## src/rtl/tanh_grad_pla_if.sv

```systemverilog
// Handshake bundle for the tanh gradient unit: y/dy request side and dx response side.
interface tanh_grad_pla_if #(
  parameter int W_Y = 8,
  parameter int W_G = 12
);
  logic           in_valid;
  logic           in_ready;
  logic [W_Y-1:0] y_in;
  logic [W_G-1:0] dy_in;
  logic           out_valid;
  logic           out_ready;
  logic [W_G-1:0] dx_out;

  modport master (
    output in_valid, y_in, dy_in, out_ready,
    input  in_ready, out_valid, dx_out
  );

  modport slave (
    input  in_valid, y_in, dy_in, out_ready,
    output in_ready, out_valid, dx_out
  );
endinterface

```

## src/rtl/tanh_grad_pla.sv

```systemverilog
// dx = dy * (1 - y^2) for the LSTM backward pass, computed over two cycles
// through one shared signed multiplier (y*y first, then dy*(1-y^2)).
module tanh_grad_pla #(
  parameter int W_Y = 8,
  parameter int W_G = 12,
  parameter int G_I = 5
) (
  input  logic           clock,
  input  logic           reset,
  tanh_grad_pla_if.slave bus
);
  localparam int FB = 2 * (W_Y - 1);
  localparam int WS = 2 * W_Y;
  localparam int WP = W_G + WS;
  localparam logic [WS-1:0] ONE = {{(WS-1){1'b0}}, 1'b1} << FB;
  localparam logic [31:0] GI_VEC = 32'(G_I);

  localparam logic [1:0] IDLE = 2'd0;
  localparam logic [1:0] SQ   = 2'd1;
  localparam logic [1:0] SC   = 2'd2;
  localparam logic [1:0] OUT  = 2'd3;

  logic [1:0]    state_q, state_d;
  logic [W_Y-1:0] y_q, y_d;
  logic [W_G-1:0] dy_q, dy_d;
  logic [WS-1:0]  sq_q, sq_d;
  logic [W_G-1:0] dx_q, dx_d;

  logic signed [W_G-1:0] mul_a;
  logic signed [WS-1:0]  mul_b;
  logic signed [WP-1:0]  mul_a_ext, mul_b_ext, mul_p;
  logic                  unused_bits;

  // Operand select for the single multiplier; d = 1.0 - y^2 never exceeds
  // 2^FB, so it stays positive when read as a WS-bit signed value.
  always_comb begin
    mul_a = '0;
    mul_b = '0;
    if (state_q == SQ) begin
      mul_a = {{(W_G-W_Y){y_q[W_Y-1]}}, y_q};
      mul_b = {{W_Y{y_q[W_Y-1]}}, y_q};
    end else if (state_q == SC) begin
      mul_a = dy_q;
      mul_b = ONE - sq_q;
    end
  end

  assign mul_a_ext = {{WS{mul_a[W_G-1]}}, mul_a};
  assign mul_b_ext = {{W_G{mul_b[WS-1]}}, mul_b};
  assign mul_p     = mul_a_ext * mul_b_ext;

  assign unused_bits = ^{mul_p[WP-1:FB+W_G], GI_VEC};

  always_comb begin
    state_d = state_q;
    y_d     = y_q;
    dy_d    = dy_q;
    sq_d    = sq_q;
    dx_d    = dx_q;
    case (state_q)
      IDLE: begin
        if (bus.in_valid) begin
          y_d     = bus.y_in;
          dy_d    = bus.dy_in;
          state_d = SQ;
        end
      end
      SQ: begin
        sq_d    = mul_p[WS-1:0];
        state_d = SC;
      end
      SC: begin
        // Taking bits above FB is an arithmetic shift right with floor rounding.
        dx_d    = mul_p[FB+W_G-1:FB];
        state_d = OUT;
      end
      OUT: begin
        if (bus.out_ready) state_d = IDLE;
      end
      default: state_d = IDLE;
    endcase
  end

  always_ff @(posedge clock) begin
    if (reset) begin
      state_q <= IDLE;
      y_q     <= '0;
      dy_q    <= '0;
      sq_q    <= '0;
      dx_q    <= '0;
    end else begin
      state_q <= state_d;
      y_q     <= y_d;
      dy_q    <= dy_d;
      sq_q    <= sq_d;
      dx_q    <= dx_d;
    end
  end

  assign bus.in_ready  = (state_q == IDLE);
  assign bus.out_valid = (state_q == OUT);
  assign bus.dx_out    = dx_q;
endmodule

```

## src/flat_wrapper.sv

```systemverilog
// flat-port wrapper written by rule: the top's interface ports become plain ports
module tanh_grad_pla_flat 
#(
  parameter int W_Y = 8,
  parameter int W_G = 12,
  parameter int G_I = 5
)
  (clock, reset, bus_in_valid, bus_y_in, bus_dy_in, bus_out_ready, bus_in_ready, bus_out_valid, bus_dx_out);
  tanh_grad_pla_if #(.W_Y(W_Y), .W_G(W_G)) bus_i ();
  input  logic clock;
  input  logic reset;
  input wire logic [$bits(bus_i.in_valid)-1:0] bus_in_valid;
  input wire logic [$bits(bus_i.y_in)-1:0] bus_y_in;
  input wire logic [$bits(bus_i.dy_in)-1:0] bus_dy_in;
  input wire logic [$bits(bus_i.out_ready)-1:0] bus_out_ready;
  output wire logic [$bits(bus_i.in_ready)-1:0] bus_in_ready;
  output wire logic [$bits(bus_i.out_valid)-1:0] bus_out_valid;
  output wire logic [$bits(bus_i.dx_out)-1:0] bus_dx_out;
  assign bus_i.in_valid = bus_in_valid;
  assign bus_i.y_in = bus_y_in;
  assign bus_i.dy_in = bus_dy_in;
  assign bus_i.out_ready = bus_out_ready;
  assign bus_in_ready = bus_i.in_ready;
  assign bus_out_valid = bus_i.out_valid;
  assign bus_dx_out = bus_i.dx_out;
  tanh_grad_pla #(.W_Y(W_Y), .W_G(W_G), .G_I(G_I)) u_core (.clock(clock), .reset(reset), .bus(bus_i));
endmodule
```

## config.mk

```make
export PLATFORM = sky130hd
export DESIGN_NAME = tanh_grad_pla_flat
export DESIGN_NICKNAME = d
export VERILOG_FILES = /design/src/rtl/tanh_grad_pla_if.sv /design/src/rtl/tanh_grad_pla.sv /design/src/flat_wrapper.sv
export SDC_FILE = /design/constraint.sdc
export NUM_CORES = 1
export LEC_CHECK = 0
export BUFFER_PORTS_ARGS = -buffer_cell sky130_fd_sc_hd__buf_4
export CORE_AREA = 2 2 117 119
export CTS_CLUSTER_DIAMETER = 30
export DETAILED_ROUTE_END_ITERATION = 6
export DIE_AREA = 0 0 119 121
export MAX_ROUTING_LAYER = met4
export PLACE_DENSITY = 0.94
export SYNTH_ARGS = -nofsm -noshare
export SYNTH_HDL_FRONTEND = slang
export SYNTH_SLANG_ARGS = --single-unit
```

## constraint.sdc

```tcl
create_clock -name clock -period 17.05 [get_ports clock]
set_input_delay 0 -clock clock [delete_from_list [all_inputs] [get_ports clock]]
set_output_delay 0 -clock clock [all_outputs]
set_load 0.005 [all_outputs]
```

After elaboration in Yosys (flattened, before gate mapping)

Index checks and enable logic that the tools add are counted.

Add/sub/neg operators: 1
Multiply operators: 1
Equal/unequal tests: 5
Multiplexer cells: 7
Reduce and logical (&&, ||, !) cells: 3

Operators with widths:

| operator                                           | number |
|---|---|
| 2-to-1 mux 16 bit                                  | 2 |
| multiplier 12 x 16 -> 26 bit                       | 1 |
| 2-to-1 mux 12 bit                                  | 2 |
| subtractor 15 x 16 -> 16 bit, first input constant | 1 |
| case mux 2 bit (4 select lines)                    | 1 |
| == test 2 bit, second input constant               | 2 |
| 2-to-1 mux 2 bit                                   | 2 |
| != test 2 bit, second input constant               | 2 |
| AND reduction 2 bit                                | 2 |
| == test 2 x 1 -> 1 bit, second input constant      | 1 |
| logical NOT 2 bit                                  | 1 |

Flip-flop bits (word level): 50
Bits of input ports: 24
Output and inout bits: 14
Word-level logic and storage cells: 22

Logic depth before layout (Yosys ltp)

Depth in word-level cells: 4
Mapped depth: 28
Depth with buffers taken out: 26

Worst setup path before layout

OpenSTA, ideal clock, no wires.

Path type: reg2reg
Start point: register u_core.state_q[0]
End point: register u_core.dx_q[11] (netlist: u_core.bus.dx_out[11])
Setup time: 0.120 ns
Arrival: 6.413 ns
Data required time: 16.930 ns
Setup slack: 10.517 ns
Stages on the path, launching flop included: 27
Path buffers: 4
Clock period less this slack: 6.533 ns
Path through: dfxtp_1 -> inv_1 -> ha_1 -> inv_1 -> nor2_1 -> clkbuf_1 -> buf_1 -> a22o_1 -> clkbuf_1 -> nand2_1 -> fa_1 -> inv_1 -> fa_1 -> fa_1 -> fa_1 -> inv_1 -> fa_1 -> inv_1 -> ha_1 -> clkbuf_1 -> o21a_1 -> o211ai_1 -> a211o_1 -> a2111o_1 -> a21oi_1 -> nor4_1 -> a211o_1

Longest elaborated chain between the ends: 4
Elaborated cells between the ends (all ways): 7
Those cells by class: mul (1); eq/ne (2); mux (4)

Ends and longest elaborated chain:

| what                                                   | RTL line                                 | source |
|---|---|---|
| start: declaration                                     | tanh_grad_pla.sv:23                      | `logic [1:0] state_q, state_d;` |
| start signal: assignment                               | tanh_grad_pla.sv:92                      | `state_q <= state_d;` |
| == test 2 bit                                          | tanh_grad_pla.sv:42, tanh_grad_pla.sv:60 |  |
| 2-to-1 mux 12 bit or 2-to-1 mux 16 bit (tied branches) | tanh_grad_pla.sv:42                      | `end else if (state_q == SC) begin` |
| 2-to-1 mux 12 bit or 2-to-1 mux 16 bit (tied branches) | tanh_grad_pla.sv:39                      | `if (state_q == SQ) begin` |
| multiplier 12 x 16 -> 26 bit                           | tanh_grad_pla.sv:50                      | `assign mul_p = mul_a_ext * mul_b_ext;` |
| end signal: assignment                                 | tanh_grad_pla.sv:90                      | `dx_q <= '0;` |
| end signal: assignment                                 | tanh_grad_pla.sv:96                      | `dx_q <= dx_d;` |
| end: declaration                                       | tanh_grad_pla.sv:27                      | `logic [W_G-1:0] dx_q, dx_d;` |

Parallel ways exist; a longest one is shown, timed or not.
A chain may end at the register's enable or synchronous reset.

Worst setup path in the final report

Ends and elaborated chain as after synthesis.

==> summary.txt <==
Outcome
  – Status: finished, violations left
  – Failing checks: design-rule violations

Clock network
  – CTS tree: done
  – CTS H-tree lvls: 2
  – Cts bufs inserted: 5
  – Setup Fix Bufs, Post-CTS: 0
  – Root Buffer: clkbuf_16
  – Clock latency on the worst-skew pair: 290 ps
  – Post-CTS Resized: 0
  – Clk sinks: 50
  – Maximum clock path buffer count: 2
  – Worst-path clk slew: 70 ps

Synthesis
  – Syn Inst Count: 1062
  – Top FF cell, synth: dfxtp_1
  – Top cells by area, synth: fa_1 (38%), dfxtp_1 (11%), inv_1 (8.9%), ha_1 (8.7%), nand2_1 (6.8%)
  – Synth top area share: 37.6%
  – Asr flop ratio synth: 0%
  – Mapped Area: 0.00895 mm²
  – Syn avg cell area: 8.43 µm²
  – Synth unique cells: 54
  – Synthesis-stage register bit count: 50
  – Syn nets: 1316
  – Synth area leader: fa_1
  – EDFF count, synth: 0
  – Sequential element share of the synthesized area: 11.2%
  – Ys Warns: 0

Power
  – Power Dens Cells: 60.6 mW/mm²
  – Leakage: 4.77 nW
  – Clock network fraction of design power: 19.5%
  – Maximum vdd ir drop: 0.134 mV
  – Total power: 0.588 mW
  – Flop pwr share: 25.7%
  – Logic pwr share: 54.8%
  – Sw Share: 48.2%
  – Net Sw Power: 0.283 mW
  – Internal: 0.305 mW

Route
  – Via-to-Cell Ratio: 6.05
  – Wire per inst: 19.3 µm
  – 1st-iter DRT viols: 900
  – Pre-Repair DR Iteration Count: 7
  – Via count: 7662
  – Residual DRC: 16
  – Routed wire length: 24.4 mm
  – Final ANT Viol Nets: 0

Setup path
  – Reg2reg start: u_core.state_q[0]$_SDFFE_PP0P_
  – Crit start category: register
  – Worst reg2reg endpoint: u_core.bus.dx_out[11]$_SDFFE_PP0N_
  – Kind of end point of the critical path: register
  – Critical Path Max Stage Delay: 650 ps
  – Req. time, crit path: 17240 ps
  – Crit path kind: reg2reg
  – Worst path arrival time: 7780 ps
  – FF-to-FF path depth: 23
  – Critical Path Fanout Max: 57
  – CP startpoint: u_core.state_q[0]$_SDFFE_PP0P_
  – CP cell instances: inv_1, ha_1, inv_1, nor2_4, buf_4, a22o_1, nand2_1, fa_1, fa_1, inv_1, fa_1, fa_1, inv_1, fa_1, inv_1, ha_1, and2_1, nor4_1, a211o_1, a2111o_1, a21oi_1, o211a_1, a211o_1
  – FF-to-FF setup slack: 9460 ps
  – Slowest CP cell: a22o_1

Timing
  – Fin crit period: 7590 ps
  – Count of final hold-check violations: 0
  – Worst slew pin tran: 1200 ps
  – Max Slew Vio Count: 0
  – Max Clock Skew: 2.52 ps
  – Final setup vio count: 0
  – Max Clock Freq: 0.132 GHz
  – RSZ-0062 raised after global routing: false
  – Tcrit/Tclk final: 44.5%
  – Setup TNS: 0 ps
  – Normalized max-slew margin: 20.0%

Global routing
  – Grt met3 use: 5.87%
  – First-pass GRT wire length: 40.6 mm
  – Largest net degree at the start of global routing: 58
  – Total gr overflow: 0
  – Vias in the first global route: 7948
  – Antenna violations before repair: 0
  – M2 GR Usage: 62.3%
  – Total GRT Usage: 37.4%
  – GRT busiest layer: met2
  – M1 GR Usage: 45.3%

Job
  – Max_cap viols: 0

Floorplan
  – Die area: 0.0144 mm²
  – Row count: 42
  – CORE AREA: 0.0131 mm²
  – Die height: 121 µm
  – Top-Level Pins: 38
  – Chip width: 119 µm
  – Starting Density: 68.4%

Worst hold path
  – Hold path cells: 3
  – Hold Crit Class: in2reg
  – Hold wc startpoint: bus_dy_in[6]
  – Hold path endpoint: u_core.dy_q[6]$_SDFFE_PP0P_

Finish
  – Sequential Area: 0.00100 mm²
  – Synthesis-to-layout area growth: 8.36%
  – Share of post-route cells with drive strength above 1: 5.32%
  – Cell Count, Final, Fillers Out: 1267
  – Number of fill cells in the layout: 888
  – Multi-input gate area: 0.00701 mm²
  – Fin nets: 1344
  – N_diodes: 0
  – Finished Cell Area: 0.00970 mm²

Place
  – Placed Instances: 1240
  – Placer Congestion: 1.03
  – Post-DP HPWL: 18.8 mm
  – Placed Area: 0.00935 mm²
  – PortBufs: 37
[layout make-up]
class,count,area share (%)
repair buffers,61,5.21
multi-input cells,759,72.3
flip-flops and latches,50,10.3
well taps,176,2.27
inverters,213,8.24
clock buffers,7,1.37
clock inverters,1,0.310
[layout by cell type (no fill, tap or decap), types with 3 or more instances in the layout]
| cell | instances |
|---|---|
| xnor2_1 | 22 |
| and2_1 | 7 |
| mux2i_1 | 15 |
| nand3_1 | 12 |
| o21bai_1 | 3 |
| xor2_1 | 11 |
| ha_1 | 61 |
| buf_4 | 42 |
| nor4_1 | 8 |
| a21o_1 | 17 |
| dfxtp_1 | 50 |
| a22o_1 | 13 |
| a22oi_1 | 11 |
| o21ai_0 | 13 |
| o21a_1 | 10 |
| clkbuf_16 | 5 |
| nor3_1 | 9 |
| nand2b_1 | 10 |
| inv_1 | 213 |
| nor2_1 | 101 |
| a211oi_1 | 5 |
| dlygate4sd3_1 | 19 |
| a31oi_1 | 3 |
| nand2_1 | 162 |
| fa_1 | 168 |
| a21oi_1 | 58 |
[power by group through the flow]
stage | Clock (mW) | Sequential, mW | Combinational [mW]
after floorplan | 0 | 0.145 | 0.218
after global placement | 0 | 0.151 | 0.291
after detailed placement | 0 | 0.151 | 0.300
after CTS | 0.113 | 0.149 | 0.309
after global routing | 0.119 | 0.152 | 0.345
final | 0.115 | 0.151 | 0.322
[sequential cells by signal, indices dropped and copies added, names as in the netlist]
name / count
u_core.state_q: 2
u_core.y_q: 8
u_core.sq_q: 16
u_core.dy_q: 12
u_core.bus.dx_out: 12
[Yosys cell counts (all sizes together), types with 2 or more instances]
master,instances
a211o,2
and2,7
xor2,11
nor3b,2
a21o,17
fa,168
o21bai,3
nor4b,2
or4,2
o21ai,13
a211oi,5
nand2,162
nor2b,2
a22oi,11
nor4,8
or2,2
or3,2
nor2,102
clkbuf,32
nor3,9
a21oi,59
nand3b,2
buf,8
a22o,13
o31ai,2
a31oi,3
dfxtp,50
mux2i,15
xnor2,22
o22ai,2
nand2b,10
o21a,10
inv,213
nand3,12
o211a,2
ha,62
[logic make-up (layout without fill, tap and decap cells)]
logic type	after synthesis	count (layout)	synth area share (%)
AOI/OAI and AO/OA	150	150	10.9
adders and majority gates	230	230	46.2
xor gates and xnor gates	34	34	3.48
and+or+nand+nor	329	329	15.8
muxes	16	16	1.80
buffers and inverters	253	282	10.6
DFF	50	50	11.2
[worst max path at each step]
stage / slack [ps] / endpoint
2_1_floorplan: 10520 / u_core.bus.dx_out[11]$_SDFFE_PP0N_
4_1_cts: 9540 / u_core.bus.dx_out[11]$_SDFFE_PP0N_
3_3_place_gp: 9870 / u_core.bus.dx_out[10]$_SDFFE_PP0N_
6_report: 9460 / u_core.bus.dx_out[11]$_SDFFE_PP0N_
3_5_place_dp: 9540 / u_core.bus.dx_out[11]$_SDFFE_PP0N_
5_1_grt: 9040 / u_core.bus.dx_out[10]$_SDFFE_PP0N_
[critical path, delay by kind of cell (launching register included)]
kind	cells	cell delay, ps
DFF	1	330
and+or+nand+nor	4	960
AOI/OAI and AO/OA	6	1670
adders and majority gates	7	3450
buffers and inverters	6	1050
[routing by layer]
metal,vias up,wire (µm)
met4,0,1540
met1,3660,8660
met3,144,2430
li1,3340,-
met2,518,11800
met5,-,0
[through the flow]
| stage | util, % | hold slack, ps | setup WS (ps) |
|---|---|---|---|
| 2_1_floorplan | - | 136 | 10520 |
| 3_3_place_gp | 71.4 | 247 | 9870 |
| 3_5_place_dp | 71.4 | 255 | 9540 |
| 4_1_cts | 74.1 | 0.874 | 9540 |
| 5_1_grt | 74.1 | 49.1 | 9040 |
| 6_report | 74.1 | 0.155 | 9460 |
[what timing repair did]
item                                    in CTS  in global routing
endpoints found under the setup margin       0                  0
hold endpoints to repair                    19                  0
hold buffers                                19                  0
Note: power is estimated with default switching activity, not from simulation.
